### src/rtl/simon_key_loader_pkg.sv
// Shared types and register map constants for the Simon key loader.
package simon_pkg;

    typedef enum logic [2:0] {
        IDLE,
        WR,
        WB,
        ST,
        RA,
        RD,
        FIN
    } key_fsm_e;

    // Byte offset of the start-override register inside simon_cfg
    localparam int unsigned SIMON_CFG_START_OFS  = 'h20;
    // Byte stride between consecutive key words
    localparam int unsigned SIMON_CFG_WORD_BYTES = 4;

endpackage

### src/rtl/simon_key_loader_axil_wr_beat.sv
// Single-beat AXI4-Lite write engine: one req pulse issues AW+W, then waits for B.
// addr_done pulses when both AW and W have been accepted; ack pulses with the B beat.
module simon_axil_wr_beat #(
    parameter int unsigned ADDR_WIDTH = 32,
    parameter int unsigned DATA_WIDTH = 32,
    parameter int unsigned PROT_WIDTH = 1,
    parameter int unsigned RESP_WIDTH = 2,
    parameter int unsigned STRB_WIDTH = 4
) (
    input  logic                  clk,
    input  logic                  rst,
    input  logic                  req,
    input  logic [ADDR_WIDTH-1:0] addr,
    input  logic [DATA_WIDTH-1:0] data,
    output logic                  addr_done,
    output logic                  ack,
    output logic [RESP_WIDTH-1:0] resp,
    output logic [ADDR_WIDTH-1:0] m_awaddr,
    output logic [PROT_WIDTH-1:0] m_awprot,
    output logic                  m_awvalid,
    input  logic                  m_awready,
    output logic [DATA_WIDTH-1:0] m_wdata,
    output logic [STRB_WIDTH-1:0] m_wstrb,
    output logic                  m_wvalid,
    input  logic                  m_wready,
    input  logic [RESP_WIDTH-1:0] m_bresp,
    input  logic                  m_bvalid,
    output logic                  m_bready
);

    logic [ADDR_WIDTH-1:0] awaddr_q, awaddr_d;
    logic [DATA_WIDTH-1:0] wdata_q, wdata_d;
    logic                  awvalid_q, awvalid_d;
    logic                  wvalid_q, wvalid_d;
    logic                  bready_q, bready_d;
    logic                  aw_hs, w_hs;

    // Next-state for the AW/W valids (each drops on its own ready) and B ready
    always_comb begin
        awaddr_d  = awaddr_q;
        wdata_d   = wdata_q;
        awvalid_d = awvalid_q;
        wvalid_d  = wvalid_q;
        bready_d  = bready_q;
        aw_hs     = awvalid_q & m_awready;
        w_hs      = wvalid_q & m_wready;
        addr_done = (awvalid_q | wvalid_q) & (aw_hs | ~awvalid_q) & (w_hs | ~wvalid_q);
        ack       = bready_q & m_bvalid;
        resp      = m_bresp;
        if (ack) begin
            bready_d = 1'b0;
        end
        if (req) begin
            awaddr_d  = addr;
            wdata_d   = data;
            awvalid_d = 1'b1;
            wvalid_d  = 1'b1;
        end else begin
            if (aw_hs) awvalid_d = 1'b0;
            if (w_hs)  wvalid_d  = 1'b0;
            if (addr_done) bready_d = 1'b1;
        end
    end

    // Channel registers
    always_ff @(posedge clk) begin
        if (rst) begin
            awaddr_q  <= '0;
            wdata_q   <= '0;
            awvalid_q <= 1'b0;
            wvalid_q  <= 1'b0;
            bready_q  <= 1'b0;
        end else begin
            awaddr_q  <= awaddr_d;
            wdata_q   <= wdata_d;
            awvalid_q <= awvalid_d;
            wvalid_q  <= wvalid_d;
            bready_q  <= bready_d;
        end
    end

    assign m_awaddr  = awaddr_q;
    assign m_awprot  = '0;
    assign m_awvalid = awvalid_q;
    assign m_wdata   = wdata_q;
    assign m_wstrb   = '1;
    assign m_wvalid  = wvalid_q;
    assign m_bready  = bready_q;

endmodule

### src/rtl/simon_key_loader.sv
// Simon key loader: programs a full key into simon_cfg over AXI4-Lite,
// optionally writes the start override, then reports done/err.
// Optional feature: define SIMON_KEY_READBACK_EN to read every key word back
// and flag any response error or data mismatch.
module simon_key_loader
    import simon_pkg::*;
#(
    parameter int unsigned KEYLEN_BYTES   = 32,
    parameter int unsigned CFG_DATA_WIDTH = 32,
    parameter int unsigned CFG_ADDR_WIDTH = 32,
    parameter int unsigned CFG_PROT_WIDTH = 1,
    parameter int unsigned CFG_RESP_WIDTH = 2,
    parameter int unsigned CFG_STRB_WIDTH = 4,
    parameter logic [CFG_ADDR_WIDTH-1:0] BASE_ADDR = '0,
    parameter int unsigned SEND_START     = 1
) (
    input  logic                      clk,
    input  logic                      rst,
    input  logic [KEYLEN_BYTES*8-1:0] load_key,
    input  logic                      load_valid,
    output logic                      load_ready,
    output logic                      busy,
    output logic                      done,
    output logic                      err,
    output logic [CFG_ADDR_WIDTH-1:0] m_awaddr,
    output logic [CFG_PROT_WIDTH-1:0] m_awprot,
    output logic                      m_awvalid,
    input  logic                      m_awready,
    output logic [CFG_DATA_WIDTH-1:0] m_wdata,
    output logic [CFG_STRB_WIDTH-1:0] m_wstrb,
    output logic                      m_wvalid,
    input  logic                      m_wready,
    input  logic [CFG_RESP_WIDTH-1:0] m_bresp,
    input  logic                      m_bvalid,
    output logic                      m_bready,
    output logic [CFG_ADDR_WIDTH-1:0] m_araddr,
    output logic [CFG_PROT_WIDTH-1:0] m_arprot,
    output logic                      m_arvalid,
    input  logic                      m_arready,
    input  logic [CFG_DATA_WIDTH-1:0] m_rdata,
    input  logic [CFG_RESP_WIDTH-1:0] m_rresp,
    input  logic                      m_rvalid,
    output logic                      m_rready
);

    localparam int unsigned KEY_W  = KEYLEN_BYTES * 8;
    localparam int unsigned NWORDS = KEY_W / CFG_DATA_WIDTH;
    localparam int unsigned IDX_W  = (NWORDS > 1) ? $clog2(NWORDS) : 1;
    localparam logic [IDX_W-1:0] LAST_IDX = IDX_W'(NWORDS - 1);

    function automatic logic [CFG_ADDR_WIDTH-1:0] word_addr(input logic [IDX_W-1:0] i);
        return BASE_ADDR + CFG_ADDR_WIDTH'(i) * CFG_ADDR_WIDTH'(SIMON_CFG_WORD_BYTES);
    endfunction

    function automatic logic [CFG_DATA_WIDTH-1:0] key_word(input logic [KEY_W-1:0] k,
                                                           input logic [IDX_W-1:0] i);
        return k[int'(i)*CFG_DATA_WIDTH +: CFG_DATA_WIDTH];
    endfunction

    key_fsm_e             state_q, state_d;
    logic [IDX_W-1:0]     idx_q, idx_d;
    logic [KEY_W-1:0]     key_q, key_d;
    logic                 err_acc_q, err_acc_d;
    logic                 done_q, done_d;
    logic                 err_q, err_d;
    logic                 writes_end, go_fin;

    logic                      eng_req, eng_addr_done, eng_ack;
    logic [CFG_ADDR_WIDTH-1:0] eng_addr;
    logic [CFG_DATA_WIDTH-1:0] eng_data;
    logic [CFG_RESP_WIDTH-1:0] eng_resp;

`ifdef SIMON_KEY_READBACK_EN
    logic [CFG_ADDR_WIDTH-1:0] araddr_q, araddr_d;
    logic                      arvalid_q, arvalid_d;
    logic                      rready_q, rready_d;
`endif

    simon_axil_wr_beat #(
        .ADDR_WIDTH (CFG_ADDR_WIDTH),
        .DATA_WIDTH (CFG_DATA_WIDTH),
        .PROT_WIDTH (CFG_PROT_WIDTH),
        .RESP_WIDTH (CFG_RESP_WIDTH),
        .STRB_WIDTH (CFG_STRB_WIDTH)
    ) u_wr_beat (
        .clk       (clk),
        .rst       (rst),
        .req       (eng_req),
        .addr      (eng_addr),
        .data      (eng_data),
        .addr_done (eng_addr_done),
        .ack       (eng_ack),
        .resp      (eng_resp),
        .m_awaddr  (m_awaddr),
        .m_awprot  (m_awprot),
        .m_awvalid (m_awvalid),
        .m_awready (m_awready),
        .m_wdata   (m_wdata),
        .m_wstrb   (m_wstrb),
        .m_wvalid  (m_wvalid),
        .m_wready  (m_wready),
        .m_bresp   (m_bresp),
        .m_bvalid  (m_bvalid),
        .m_bready  (m_bready)
    );

    // Sequencer next-state: the write engine is kicked on the same cycle the FSM
    // enters WR/ST, so its valids are up in the first cycle of that state
    always_comb begin
        state_d    = state_q;
        idx_d      = idx_q;
        key_d      = key_q;
        err_acc_d  = err_acc_q;
        done_d     = 1'b0;
        err_d      = 1'b0;
        eng_req    = 1'b0;
        eng_addr   = '0;
        eng_data   = '0;
        writes_end = 1'b0;
        go_fin     = 1'b0;
`ifdef SIMON_KEY_READBACK_EN
        araddr_d  = araddr_q;
        arvalid_d = arvalid_q;
        rready_d  = rready_q;
`endif
        case (state_q)
            IDLE: begin
                if (load_valid) begin
                    key_d    = load_key;
                    idx_d    = '0;
                    state_d  = WR;
                    eng_req  = 1'b1;
                    eng_addr = word_addr('0);
                    eng_data = key_word(load_key, '0);
                end
            end
            WR: begin
                if (eng_addr_done) state_d = WB;
            end
            WB: begin
                if (eng_ack) begin
                    err_acc_d = err_acc_q | (|eng_resp);
                    if (idx_q != LAST_IDX) begin
                        idx_d    = idx_q + 1'b1;
                        state_d  = WR;
                        eng_req  = 1'b1;
                        eng_addr = word_addr(idx_q + 1'b1);
                        eng_data = key_word(key_q, idx_q + 1'b1);
                    end else if (SEND_START != 0) begin
                        state_d  = ST;
                        eng_req  = 1'b1;
                        eng_addr = BASE_ADDR + CFG_ADDR_WIDTH'(SIMON_CFG_START_OFS);
                        eng_data = '0;
                    end else begin
                        writes_end = 1'b1;
                    end
                end
            end
            ST: begin
                if (eng_ack) begin
                    err_acc_d  = err_acc_q | (|eng_resp);
                    writes_end = 1'b1;
                end
            end
`ifdef SIMON_KEY_READBACK_EN
            RA: begin
                if (m_arready) begin
                    arvalid_d = 1'b0;
                    rready_d  = 1'b1;
                    state_d   = RD;
                end
            end
            RD: begin
                if (m_rvalid) begin
                    err_acc_d = err_acc_q | (|m_rresp) | (m_rdata != key_word(key_q, idx_q));
                    rready_d  = 1'b0;
                    if (idx_q != LAST_IDX) begin
                        idx_d     = idx_q + 1'b1;
                        arvalid_d = 1'b1;
                        araddr_d  = word_addr(idx_q + 1'b1);
                        state_d   = RA;
                    end else begin
                        go_fin = 1'b1;
                    end
                end
            end
`endif
            FIN: begin
                err_acc_d = 1'b0;
                state_d   = IDLE;
            end
            default: state_d = IDLE;
        endcase
        if (writes_end) begin
`ifdef SIMON_KEY_READBACK_EN
            idx_d     = '0;
            arvalid_d = 1'b1;
            araddr_d  = word_addr('0);
            state_d   = RA;
`else
            go_fin = 1'b1;
`endif
        end
        if (go_fin) begin
            state_d = FIN;
            done_d  = 1'b1;
            err_d   = err_acc_d;
        end
    end

    // Sequencer registers with registered done/err
    always_ff @(posedge clk) begin
        if (rst) begin
            state_q   <= IDLE;
            idx_q     <= '0;
            key_q     <= '0;
            err_acc_q <= 1'b0;
            done_q    <= 1'b0;
            err_q     <= 1'b0;
`ifdef SIMON_KEY_READBACK_EN
            araddr_q  <= '0;
            arvalid_q <= 1'b0;
            rready_q  <= 1'b0;
`endif
        end else begin
            state_q   <= state_d;
            idx_q     <= idx_d;
            key_q     <= key_d;
            err_acc_q <= err_acc_d;
            done_q    <= done_d;
            err_q     <= err_d;
`ifdef SIMON_KEY_READBACK_EN
            araddr_q  <= araddr_d;
            arvalid_q <= arvalid_d;
            rready_q  <= rready_d;
`endif
        end
    end

    assign load_ready = (state_q == IDLE);
    assign busy       = (state_q != IDLE);
    assign done       = done_q;
    assign err        = err_q;
    assign m_arprot   = '0;

`ifdef SIMON_KEY_READBACK_EN
    assign m_araddr  = araddr_q;
    assign m_arvalid = arvalid_q;
    assign m_rready  = rready_q;
`else
    logic unused_rd_ports;
    assign unused_rd_ports = ^{m_arready, m_rdata, m_rresp, m_rvalid};
    assign m_araddr  = '0;
    assign m_arvalid = 1'b0;
    assign m_rready  = 1'b0;
`endif

endmodule

### config.mk
export PLATFORM = sky130hd
export DESIGN_NAME = simon_key_loader
export DESIGN_NICKNAME = d
export VERILOG_FILES = /design/src/rtl/simon_key_loader_pkg.sv /design/src/rtl/simon_key_loader_axil_wr_beat.sv /design/src/rtl/simon_key_loader.sv
export SDC_FILE = /design/constraint.sdc
export NUM_CORES = 1
export LEC_CHECK = 0
export CAP_MARGIN = 20
export CORE_MARGIN = 1
export CORE_UTILIZATION = 48
export CTS_CLUSTER_DIAMETER = 50
export DETAILED_ROUTE_END_ITERATION = 6
export PLACE_DENSITY = 0.8
export SLEW_MARGIN = 10
export SYNTH_ARGS = -nofsm -noshare
export SYNTH_HDL_FRONTEND = slang
export SYNTH_HIERARCHICAL = 1
export SYNTH_SLANG_ARGS = --single-unit
### constraint.sdc
create_clock -name clk -period 2.3 [get_ports clk]
set_input_delay 0.575 -clock clk [delete_from_list [all_inputs] [get_ports clk]]
set_output_delay 0.575 -clock clk [all_outputs]
set_load 0.02 [all_outputs]
==> summary.txt <==
Final layout
  • Area of the multi-input gates: 6970 um2
  • Post-layout util: 65.3%
  • Design area: 19400 um2
  • Non-filler cells, final: 2395
  • Nets: 2280
  • Storage cell area: 6650 um2
  • Filler instances: 2346
  • Layout cells sized above 1: 12.3%
  • Area Overhead vs Synth: 33.7%

Clock network
  • Skew-Pair Late Insertion Delay: 0.51 ns
  • CTS tree: done
  • Clock root buffer: clkbuf_16
  • Cts bufs inserted: 38
  • Num Clock Sinks: 332
  • Clock buffer depth: 3
  • Buffer count from post-CTS setup fixing: 0
  • Worst-path clk slew: 0.06 ns
  • CTS Hold Buffers Added: 0
  • Clock H-tree levels: 2

STA
  • Max Clock Freq: 0.445 GHz
  • Final min period: 2.25 ns
  • Clock Skews: 0.0146 ns
  • Hold Vio Cnt, Final: 0
  • RSZ-0062 raised after global routing: no
  • Final Max Tran Viols: 0
  • WHS: 0.450 ns
  • Finish-stage setup viols: 0
  • Crit share post-route: 97.7%

Critical path
  • Critical path capture point type: output port
  • Critical-path top delay cell: or3_2
  • Worst path arrival time: 1.67 ns
  • Crit-path max cell delay: 0.49 ns
  • Worst setup SP type: flop
  • Worst Path Required: 1.73 ns
  • Crit Path Class: reg -> out
  • Top Family by Delay on Critical Path: simple AND/OR/NAND/NOR gates
  • Buf+Inv Stages, Crit Path: 2
  • CP Cell Sequence: or3_2 -> inv_1 -> clkdlybuf4s15_2
  • Worst-path fanout max: 9

Synthesis
  • Synth top area share: 45.8%
  • Count of distinct cell types in the synthesized netlist: 47
  • YS warnings: 6
  • Post-synthesis sequential area ratio: 45.8%
  • Mapped Cells: 1655
  • Area leader, netlist: dfxtp_1
  • Number of register bits inferred by synthesis: 332
  • Syn avg cell area: 8.78 um2
  • Synthesized area: 14500 um2
  • Synth area leaders: dfxtp_1 46%, nand2_1 13%, a21oi_1 9.0%

Placement
  • IO Port Bufs: 334
  • Placed insts: 2328
  • Placed cell areas: 18100 um2
  • GP Congestion: 0.884
  • Hpwl dp: 29300 um

Global route
  • Vias in the first global route: 12200
  • GRT Util Overall: 26.1%
  • Global-route wire length before repair: 64300 um
  • Global route hottest layer: met2
  • Grt met1 use: 35.9%
  • Grt met2 use: 40.8%
  • Total gr overflow: 0
  • Initial antenna violation count: 0
  • Met3 Usage GRT: 3.98%
  • Pin count of the biggest net entering global routing: 84

Floorplan
  • Die Width: 176 um
  • Core area: 29700 um2
  • Initial Util: 48.9%
  • Vert. Die Dim: 176 um
  • I/O pin count: 411
  • Die Area: 31000 um2
  • Num rows: 63

Drt
  • Vias: 12600
  • Vias per cell: 5.24
  • DRC viols: 0
  • Routed WL: 41300 um
  • Initial DRT Pass Iterations: 5
  • Final ANT Viol Nets: 0
  • DR WL/cell: 17.2 um
  • Initial DRC Count: 954

Power
  • Power Dens Cells: 766 nW/um2
  • Peak supply drop: 463 uV
  • Leak: 0.00751 uW

Job
  • Max-Cap Viols: 0

Run status
  • Outcome: completed

Min path
  • HP Class: reg -> reg
==> layout by cell type, fill, tap and decap left out, drive strengths merged, types with 4 or more instances in the layout <==
| cell type | synthesis | layout |
|---|---|---|
| conb | 3 | 68 |
| nor2b | 25 | 25 |
| clkdlybuf4s50 | 0 | 331 |
| a21oi | 260 | 260 |
| clkbuf | 37 | 55 |
| mux4 | 32 | 32 |
| mux2i | 66 | 66 |
| o31ai | 32 | 32 |
| nor2 | 86 | 86 |
| and2 | 4 | 4 |
| and3 | 4 | 4 |
| nand2 | 516 | 516 |
| o22ai | 31 | 31 |
| inv | 3 | 5 |
| mux2 | 62 | 62 |
| dfxtp | 332 | 332 |
| buf | 133 | 58 |
| clkinv | 0 | 4 |
==> Yosys cell counts (all sizes together) <==
library cell    n
bufbuf          1
nor2b          25
and3b           1
o41ai           1
mux2           62
a21oi         260
or2             3
ha              2
nor2           86
conb            3
or2b            1
nand4bb         1
o22ai          31
clkbuf         37
o21ba           1
nor3            1
nand3b          1
o21ai           3
dlymetal6s2s    2
mux4           32
nand2b          2
nand2         516
o211ai          1
a22oi           1
inv             3
or3b            1
buf           133
and2            4
a21boi          1
or3             1
nand4           1
mux2i          66
a2111oi         1
o31ai          32
a211oi          2
and3            4
dfxtp         332
==> kinds of logic (layout without fill, tap and decap cells) <==
| group | Yosys count | after routing | share of synthesized area, % |
|---|---|---|---|
| AO/OA/AOI/OAI | 334 | 334 | 13.6 |
| buffers and inverters | 176 | 460 | 8.16 |
| other | 3 | 69 | 0.0775 |
| AND/OR/NAND/NOR | 648 | 648 | 17.7 |
| multiplexers | 160 | 160 | 14.6 |
| adder cells (fa/ha/maj) | 2 | 2 | 0.172 |
| flip-flops | 332 | 332 | 45.8 |
==> registers in the layout, summed over array words and instances (netlist names) <==
| name | flops |
|---|---|
| u_wr_beat/m_wvalid | 1 |
| u_wr_beat/m_bready | 1 |
| err_acc_q | 1 |
| u_wr_beat/m_awvalid | 1 |
| u_wr_beat/m_awaddr | 32 |
| state_q | 3 |
| done | 1 |
| u_wr_beat/m_wdata | 32 |
| idx_q | 3 |
| err | 1 |
| key_q | 256 |
==> metal layers <==
| metal | share of wire [%] | wire length, um | vias up |
|---|---|---|---|
| met4 | 3.6 | 1490 | 0 |
| met3 | 6.9 | 2840 | 89 |
| met1 | 44 | 18300 | 5860 |
| met2 | 45 | 18700 | 511 |
| li1 | - | - | 6090 |
| met5 | 0 | 0 | - |
==> metrics by stage <==
step           total power (uW)  setup slack [ns]  setup TNS (ns)
2_1_floorplan              7920             0.213               0
3_3_place_gp               8810           -0.0268          -0.339
3_5_place_dp               8890           -0.0782           -1.32
4_1_cts                   14900            0.0115               0
5_1_grt                   15400           0.00351               0
6_report                  14900            0.0535               0
==> where the power goes <==
part / switching [uW] / internal [uW] / total (uW)
clock network: 2360 / 3720 / 6080
logic: 1250 / 1170 / 2420
registers: 209 / 6170 / 6380
total: 3820 / 11100 / 14900
==> path summary, 6_finish.rpt <==
path | end | cells after the start | slack (ns) | from
worst max-delay path | load_ready | 3 | 0.05 | state_q[0]
worst min-delay path | key_q[204] | 2 | 0.45 | key_q[204]
worst max register to register | u_wr_beat/m_wdata[10] | 9 | 0.14 | idx_q[0]
worst min register to register | key_q[204] | 2 | 0.45 | key_q[204]
==> tightest hold or removal path, stage by stage, from the launching register on <==
cell and delay, ns:
dfxtp_1 0.30, nand2_1 0.05, a21oi_1 0.05
==> final cells by class <==
cell class / instances / area share, %
Inverter: 3 / 0.0580
Multi-Input combinational cell: 1212 / 35.9
Timing Repair Buffer: 391 / 20.7
Clock inverter: 11 / 0.786
Sequential cell: 332 / 34.3
Tap cell: 390 / 2.51
Clock buffer: 55 / 5.75
Antenna cell: 1 / 0.0129
==> what timing repair did <==
| action | in CTS | in global routing |
|---|---|---|
| resized for setup | 5 | 2 |
| endpoints found under the setup margin | 2 | 3 |
| pin swaps | 0 | 0 |
Note: power is estimated with default switching activity, not from simulation.
